[config.mk]
export PLATFORM = sky130hd
export DESIGN_NAME = alsu_req_arbiter_flat
export DESIGN_NICKNAME = d
export VERILOG_FILES = /design/src/rtl/alsu_req_arbiter_if.sv /design/src/rtl/alsu_req_arbiter.sv /design/src/flat_wrapper.sv
export SDC_FILE = /design/constraint.sdc
export NUM_CORES = 1
export LEC_CHECK = 0
export ABC_AREA = 1
export BUFFER_PORTS_ARGS = -buffer_cell sky130_fd_sc_hd__buf_2
export CELL_PAD_IN_SITES_DETAIL_PLACEMENT = 1
export CELL_PAD_IN_SITES_GLOBAL_PLACEMENT = 1
export CORE_MARGIN = 1.5
export CORE_UTILIZATION = 28
export CTS_BUF_LIST = sky130_fd_sc_hd__clkbuf_8
export CTS_CLUSTER_DIAMETER = 30
export DETAILED_ROUTE_END_ITERATION = 8
export GPL_ROUTABILITY_DRIVEN = 0
export PLACE_DENSITY = 0.86
export SETUP_SLACK_MARGIN = 0.4
export SLEW_MARGIN = 40
export SYNTH_ARGS = -nofsm -noshare
export SYNTH_HDL_FRONTEND = slang
export SYNTH_SLANG_ARGS = --single-unit
[constraint.sdc]
create_clock -name clk -period 1.1 [get_ports clk]
set_input_delay 0.22 -clock clk [delete_from_list [all_inputs] [get_ports clk]]
set_output_delay 0.22 -clock clk [all_outputs]
set_load 0.1 [all_outputs]
[src/rtl/alsu_req_arbiter_if.sv]
// Requester-side bus of the ALSU arbiter: two command channels and two response channels.
// The requester side (master) drives commands and rsp_ready; the arbiter (slave) answers.
interface alsu_req_arbiter_if;
  logic        req0_valid, req0_ready, req1_valid, req1_ready;
  logic [15:0] req0_cmd, req1_cmd;
  logic        rsp0_valid, rsp0_ready, rsp0_err;
  logic        rsp1_valid, rsp1_ready, rsp1_err;
  logic [5:0]  rsp0_out, rsp1_out;

  modport master (
    output req0_valid, req0_cmd, req1_valid, req1_cmd, rsp0_ready, rsp1_ready,
    input  req0_ready, req1_ready, rsp0_valid, rsp0_out, rsp0_err,
           rsp1_valid, rsp1_out, rsp1_err
  );

  modport slave (
    input  req0_valid, req0_cmd, req1_valid, req1_cmd, rsp0_ready, rsp1_ready,
    output req0_ready, req1_ready, rsp0_valid, rsp0_out, rsp0_err,
           rsp1_valid, rsp1_out, rsp1_err
  );
endinterface

[src/rtl/alsu_req_arbiter.sv]
// Two-requester front end for a single ALSU: round-robin (or fixed) grant, one command in
// flight, fixed pipeline wait, result returned only to the requester that issued it.
module alsu_req_arbiter #(
  parameter int    ALSU_LAT = 2,
  parameter string RR_EN    = "ON"
) (
  input  logic              clk,
  input  logic              rst_n,
  alsu_req_arbiter_if.slave bus,
  output logic              alsu_rst,
  output logic              alsu_red_op_A,
  output logic              alsu_red_op_B,
  output logic              alsu_bypass_A,
  output logic              alsu_bypass_B,
  output logic              alsu_direction,
  output logic              alsu_serial_in,
  output logic              alsu_cin,
  output logic [2:0]        alsu_opcode,
  output logic [2:0]        alsu_A,
  output logic [2:0]        alsu_B,
  input  logic [5:0]        alsu_out,
  input  logic [15:0]       alsu_leds
);
  localparam bit RR_ON = (RR_EN == "ON");
  localparam int CW    = (ALSU_LAT > 1) ? $clog2(ALSU_LAT) : 1;

  typedef enum logic [2:0] {S_INIT, S_IDLE, S_ISSUE, S_WAIT, S_RESP} state_t;

  state_t          r_state, w_next;
  logic [15:0]     r_cmd;
  logic            r_gnt, r_last, r_err;
  logic [CW-1:0]   r_cnt;
  logic [5:0]      r_out;
  logic            w_gnt, w_any, w_acc, w_hs, w_done;

  // r_last is the id granted last; both valid -> the other one wins
  always_comb begin
    w_gnt = 1'b0;
    if (bus.req0_valid && bus.req1_valid) w_gnt = RR_ON ? ~r_last : 1'b0;
    else if (bus.req1_valid)              w_gnt = 1'b1;
  end

  assign w_any  = bus.req0_valid | bus.req1_valid;
  assign w_acc  = (r_state == S_IDLE) && w_any;
  assign w_hs   = (r_state == S_RESP) && (r_gnt ? bus.rsp1_ready : bus.rsp0_ready);
  assign w_done = (r_cnt == '0);

  always_ff @(posedge clk or negedge rst_n) begin
    if (!rst_n) r_state <= S_INIT;
    else        r_state <= w_next;
  end

  always_comb begin
    w_next = r_state;
    case (r_state)
      S_INIT:  w_next = S_IDLE;
      S_IDLE:  if (w_any)  w_next = S_ISSUE;
      S_ISSUE: w_next = S_WAIT;
      S_WAIT:  if (w_done) w_next = S_RESP;
      S_RESP:  if (w_hs)   w_next = S_IDLE;
      default: w_next = S_INIT;
    endcase
  end

  always_comb begin
    alsu_rst       = (r_state == S_INIT);
    bus.req0_ready = w_acc & bus.req0_valid & ~w_gnt;
    bus.req1_ready = w_acc & bus.req1_valid &  w_gnt;
    bus.rsp0_valid = (r_state == S_RESP) & ~r_gnt;
    bus.rsp1_valid = (r_state == S_RESP) &  r_gnt;
    bus.rsp0_out   = r_gnt ? '0 : r_out;
    bus.rsp1_out   = r_gnt ? r_out : '0;
    bus.rsp0_err   = ~r_gnt & r_err;
    bus.rsp1_err   =  r_gnt & r_err;
  end

  // r_cmd doubles as the ALSU input register: stable from ISSUE until the next accept
  always_ff @(posedge clk or negedge rst_n) begin
    if (!rst_n) begin
      r_cmd  <= '0;
      r_gnt  <= 1'b0;
      r_last <= 1'b1;
      r_cnt  <= '0;
      r_out  <= '0;
      r_err  <= 1'b0;
    end else begin
      if (w_acc) begin
        r_cmd  <= w_gnt ? bus.req1_cmd : bus.req0_cmd;
        r_gnt  <= w_gnt;
        r_last <= w_gnt;
      end
      if (r_state == S_ISSUE) r_cnt <= CW'(ALSU_LAT - 1);
      if (r_state == S_WAIT) begin
        if (w_done) begin
          r_out <= alsu_out;
          r_err <= |alsu_leds;
        end else begin
          r_cnt <= r_cnt - 1'b1;
        end
      end
    end
  end

  assign {alsu_red_op_A, alsu_red_op_B, alsu_bypass_A, alsu_bypass_B, alsu_direction,
          alsu_serial_in, alsu_cin, alsu_opcode, alsu_A, alsu_B} = r_cmd;
endmodule

[src/flat_wrapper.sv]
// flat-port wrapper written by rule: the top's interface ports become plain ports
module alsu_req_arbiter_flat 
#(
  parameter int    ALSU_LAT = 2,
  parameter string RR_EN    = "  "
)
  (clk, rst_n, alsu_rst, alsu_red_op_A, alsu_red_op_B, alsu_bypass_A, alsu_bypass_B, alsu_direction, alsu_serial_in, alsu_cin, alsu_opcode, alsu_A, alsu_B, alsu_out, alsu_leds, bus_req0_valid, bus_req0_cmd, bus_req1_valid, bus_req1_cmd, bus_rsp0_ready, bus_rsp1_ready, bus_req0_ready, bus_req1_ready, bus_rsp0_valid, bus_rsp0_out, bus_rsp0_err, bus_rsp1_valid, bus_rsp1_out, bus_rsp1_err);
  alsu_req_arbiter_if bus_i ();
  input  logic clk;
  input  logic rst_n;
  output logic alsu_rst;
  output logic alsu_red_op_A;
  output logic alsu_red_op_B;
  output logic alsu_bypass_A;
  output logic alsu_bypass_B;
  output logic alsu_direction;
  output logic alsu_serial_in;
  output logic alsu_cin;
  output logic [2:0] alsu_opcode;
  output logic [2:0] alsu_A;
  output logic [2:0] alsu_B;
  input  logic [5:0] alsu_out;
  input  logic [15:0] alsu_leds;
  input wire logic [$bits(bus_i.req0_valid)-1:0] bus_req0_valid;
  input wire logic [$bits(bus_i.req0_cmd)-1:0] bus_req0_cmd;
  input wire logic [$bits(bus_i.req1_valid)-1:0] bus_req1_valid;
  input wire logic [$bits(bus_i.req1_cmd)-1:0] bus_req1_cmd;
  input wire logic [$bits(bus_i.rsp0_ready)-1:0] bus_rsp0_ready;
  input wire logic [$bits(bus_i.rsp1_ready)-1:0] bus_rsp1_ready;
  output wire logic [$bits(bus_i.req0_ready)-1:0] bus_req0_ready;
  output wire logic [$bits(bus_i.req1_ready)-1:0] bus_req1_ready;
  output wire logic [$bits(bus_i.rsp0_valid)-1:0] bus_rsp0_valid;
  output wire logic [$bits(bus_i.rsp0_out)-1:0] bus_rsp0_out;
  output wire logic [$bits(bus_i.rsp0_err)-1:0] bus_rsp0_err;
  output wire logic [$bits(bus_i.rsp1_valid)-1:0] bus_rsp1_valid;
  output wire logic [$bits(bus_i.rsp1_out)-1:0] bus_rsp1_out;
  output wire logic [$bits(bus_i.rsp1_err)-1:0] bus_rsp1_err;
  assign bus_i.req0_valid = bus_req0_valid;
  assign bus_i.req0_cmd = bus_req0_cmd;
  assign bus_i.req1_valid = bus_req1_valid;
  assign bus_i.req1_cmd = bus_req1_cmd;
  assign bus_i.rsp0_ready = bus_rsp0_ready;
  assign bus_i.rsp1_ready = bus_rsp1_ready;
  assign bus_req0_ready = bus_i.req0_ready;
  assign bus_req1_ready = bus_i.req1_ready;
  assign bus_rsp0_valid = bus_i.rsp0_valid;
  assign bus_rsp0_out = bus_i.rsp0_out;
  assign bus_rsp0_err = bus_i.rsp0_err;
  assign bus_rsp1_valid = bus_i.rsp1_valid;
  assign bus_rsp1_out = bus_i.rsp1_out;
  assign bus_rsp1_err = bus_i.rsp1_err;
  alsu_req_arbiter #(.ALSU_LAT(ALSU_LAT), .RR_EN(RR_EN)) u_core (.clk(clk), .rst_n(rst_n), .bus(bus_i), .alsu_rst(alsu_rst), .alsu_red_op_A(alsu_red_op_A), .alsu_red_op_B(alsu_red_op_B), .alsu_bypass_A(alsu_bypass_A), .alsu_bypass_B(alsu_bypass_B), .alsu_direction(alsu_direction), .alsu_serial_in(alsu_serial_in), .alsu_cin(alsu_cin), .alsu_opcode(alsu_opcode), .alsu_A(alsu_A), .alsu_B(alsu_B), .alsu_out(alsu_out), .alsu_leds(alsu_leds));
endmodule
==> impl_metrics.prom <==
# TYPE chip_impl_metric gauge
chip_impl_info{name="run_status",value="finished with violations"} 1
chip_impl_info{name="failed_checks",value="negative hold slack, negative setup slack"} 1
chip_impl_metric{name="max_cap_violations",unit=""} 0
chip_impl_info{name="synth_commonest_cells",value="nand2_1, inv_1, dfrtp_1"} 1
chip_impl_metric{name="synth.top_cell.area_share",unit="%"} 42.0
chip_impl_metric{name="post_drt_wl_per_cell",unit="um"} 22.4
chip_impl_info{name="cp_cell_sequence",value="nor2_4, nand2_4, buf_6, nor2_4, buf_12"} 1
chip_impl_metric{name="fin_worst_skew",unit="ns"} 0.00754
chip_impl_metric{name="post_synth_instance_area",unit="sq um"} 1670
chip_impl_metric{name="report.final.hold_viol_count",unit=""} 7
chip_impl_metric{name="synth-edff-count",unit=""} 0
chip_impl_metric{name="final.fill_count",unit=""} 630
chip_impl_metric{name="post-route-period-util",unit="%"} 148
chip_impl_metric{name="timing_worst_slew_pin_value",unit="ns"} 0.290
chip_impl_metric{name="worstPathArrival",unit="ns"} 1.41
chip_impl_metric{name="nNetsFinal",unit=""} 426
chip_impl_info{name="cp_slowest_cell",value="dfrtp_2"} 1
chip_impl_metric{name="finalMaxSlewViolations",unit=""} 0
chip_impl_metric{name="numClockSinks",unit=""} 28
chip_impl_metric{name="grt_usage",unit="%"} 27.3
chip_impl_metric{name="syn_inst",unit=""} 224
chip_impl_metric{name="vias_per_cell",unit=""} 5.02
chip_impl_metric{name="timing.final.crit_period",unit="ns"} 1.63
chip_impl_metric{name="dp_hpwl",unit="um"} 5000
chip_impl_metric{name="area_growth_syn_to_layout",unit="%"} 126
chip_impl_info{name="synth_top_cells_by_area",value="dfrtp_1, nand2_1, inv_1"} 1
chip_impl_metric{name="fp-row-count",unit=""} 27
chip_impl_metric{name="placement.io_buffers",unit=""} 94
chip_impl_info{name="grt_setup_unrepaired",value="yes"} 1
chip_impl_info{name="worstSetupEndpointType",value="output pin"} 1
chip_impl_metric{name="drt_iter0_markers",unit=""} 140
chip_impl_info{name="dominantRegCellSynth",value="dfrtp_1"} 1
chip_impl_metric{name="synth-warning-count",unit=""} 0
chip_impl_info{name="tritoncts",value="yes"} 1
chip_impl_metric{name="drt_drc_violations_left",unit=""} 0
chip_impl_metric{name="grt_start_max_net_pins",unit=""} 33
chip_impl_metric{name="synth_async_sr_flop_share",unit="%"} 100
chip_impl_info{name="timing.critical_path.mode_cell",value="nor2_4"} 1
chip_impl_metric{name="die_width",unit="um"} 80.2
chip_impl_metric{name="register_bit_count_reported_by_yosys",unit=""} 28
chip_impl_metric{name="clk_latency",unit="ns"} 0.30
chip_impl_metric{name="max-clock-path-buffers",unit=""} 2
chip_impl_info{name="library_cell_used_as_clock_root_buffer",value="clkbuf_8"} 1
chip_impl_metric{name="synthesis.area_per_instance",unit="sq um"} 7.45
chip_impl_metric{name="postLayoutSetupSlackWorst",unit="ns"} -0.532
chip_impl_metric{name="critPathMaxFanout",unit=""} 4
chip_impl_metric{name="final_util",unit="%"} 66.9
chip_impl_metric{name="io_pins",unit=""} 95
chip_impl_info{name="worstSetupStartpointType",value="flop"} 1
chip_impl_metric{name="floorplan.die_area",unit="sq um"} 6430
chip_impl_info{name="hp-class",value="in2async"} 1
chip_impl_metric{name="htree_num_levels",unit=""} 1
chip_impl_metric{name="pre_repair_dr_iteration_count",unit=""} 4
chip_impl_metric{name="antenna_violation_net_count_after_detailed_routing",unit=""} 0
chip_impl_metric{name="syn-num-nets",unit=""} 284
chip_impl_metric{name="multiInputGateArea",unit="sq um"} 1030
chip_impl_metric{name="relSlewSlack",unit="%"} 80.6
chip_impl_info{name="crit_family",value="flip-flops"} 1
chip_impl_metric{name="core",unit="sq um"} 5640
chip_impl_metric{name="effective_utilization_at_floorplan",unit="%"} 29.6
chip_impl_info{name="yosysMostFrequentCell",value="nand2_1"} 1
chip_impl_metric{name="max_clock_freq",unit="MHz"} 613
chip_impl_metric{name="synth-seq-area-share",unit="%"} 42.0
chip_impl_metric{name="first_global_vias",unit=""} 2401
chip_impl_metric{name="distinct_cell_type_count_after_synthesis",unit=""} 22
chip_impl_metric{name="totalWireLength",unit="um"} 9820
chip_impl_metric{name="overall_via_count_from_detail_route",unit=""} 2200
chip_impl_metric{name="grt_pass1_wl",unit="um"} 12900
chip_impl_metric{name="cp_slowest_stage_delay",unit="ns"} 0.47
chip_impl_metric{name="critical_path_required_time",unit="ns"} 0.88
chip_impl_metric{name="timing.critical_path.buf_inv",unit=""} 2
chip_impl_metric{name="seq_area",unit="sq um"} 766
chip_impl_info{name="crit_type",value="reg2out"} 1
chip_impl_metric{name="hold_ws",unit="ns"} -0.239
chip_impl_metric{name="clk_transition_reported_paths",unit="ns"} 0.12
chip_impl_metric{name="cts-buffers-inserted",unit=""} 3
chip_impl_metric{name="grt_antenna_before_repair",unit=""} 1
chip_impl_metric{name="report.final.setup_viol",unit=""} 63
chip_impl_metric{name="share_of_post_route_cells_with_drive_strength_above_1",unit="%"} 67.7
chip_impl_metric{name="globalRouteOverflowTotal",unit=""} 0
chip_impl_metric{name="fp.dieH",unit="um"} 80.2
chip_impl_info{name="netlist.top_cell.by_area",value="dfrtp_1"} 1
## cell type report
type | count | share of cell area, %
Sequential cell | 28 | 20.3
Timing Repair Buffer | 146 | 42.8
Clock buffer | 3 | 1.09
Inverter | 43 | 5.27
Clock inverter | 1 | 0.795
Multi-Input combinational cell | 144 | 27.3
Antenna cell | 1 | 0.0663
Tap cell | 72 | 2.39
## repair_timing
item | 4_1_cts | 5_1_grt
setup endpoints to repair | 63 | 63
cloned | 4 | 0
gates resized for setup | 43 | 25
endpoints found under the hold margin | 7 | 7
pin swaps | 11 | 8
setup buffers | 14 | 12
## worst reg2reg max path, delay by kind of cell, from the launching register on
kind	cells	cell delay (ns)
buf+inv	6	0.62
flops	1	0.45
simple gates	1	0.15
compound gates	1	0.27
## routing by layer
layer	vias up	track usage, %	routed length (um)
met2	85	52.9	5480
met5	-	0	0
li1	982	-	-
met4	0	10.7	326
met1	1108	29.2	3590
met3	25	3.86	421
## sequential cells by signal, indices dropped and copies added, names as in the netlist
register        cells
u_core.r_cmd       16
u_core.r_err        1
u_core.r_gnt        1
u_core.r_cnt        1
u_core.r_state      3
u_core.r_out        6
## cells by family after synthesis
kind of cell	synth area share [%]
AO/OA/AOI/OAI	17.9
AND/OR/NAND/NOR	26.5
flip-flops	42.0
buffers and inverters	13.6
## cell usage in the layout (no fill, tap or decap), types with 12 or more instances in the layout
cell,instances
buf_4,26
dfrtp_4,16
buf_2,59
buf_12,43
nor2_4,15
nor2_1,12
nand2_4,13
inv_1,28
nand2_1,51
buf_6,14
o21ai_2,14
## stage by stage
stage               hold WS (ns)  setup WS (ns)  setup TNS, ns  cell area [sq um]  cells
finish                    -0.239         -0.532         -22.63               3770    438
global route              -0.229         -0.581         -24.63               3770    438
floorplan                -0.0756         -0.425          -5.02               1940    224
CTS                       -0.210         -0.487         -17.95               3590    425
global placement          0.0895         -0.216          -3.55               3140    403
detailed placement        0.0935         -0.259          -5.15               3140    403
## path summary, 6_finish.rpt
check	from	end	slack [ns]	cells past startpoint
max in group asynchronous	rst_n	u_core.r_cmd[13]	0.92	2
worst max register to register	u_core.r_state[2]	u_core.r_state[0]	-0.49	8
worst min register to register	u_core.r_err	u_core.r_err	0.61	2
min in group clk	alsu_out[3]	u_core.r_out[3]	0.16	3
worst min-delay path	rst_n	u_core.r_cmd[2]	-0.24	1
worst max-delay path	u_core.r_state[1]	bus_req0_ready	-0.53	5
Power is left out: the tool's default activity adds up to more than one toggle a clock period on the data nets, which glitch-free logic cannot reach.
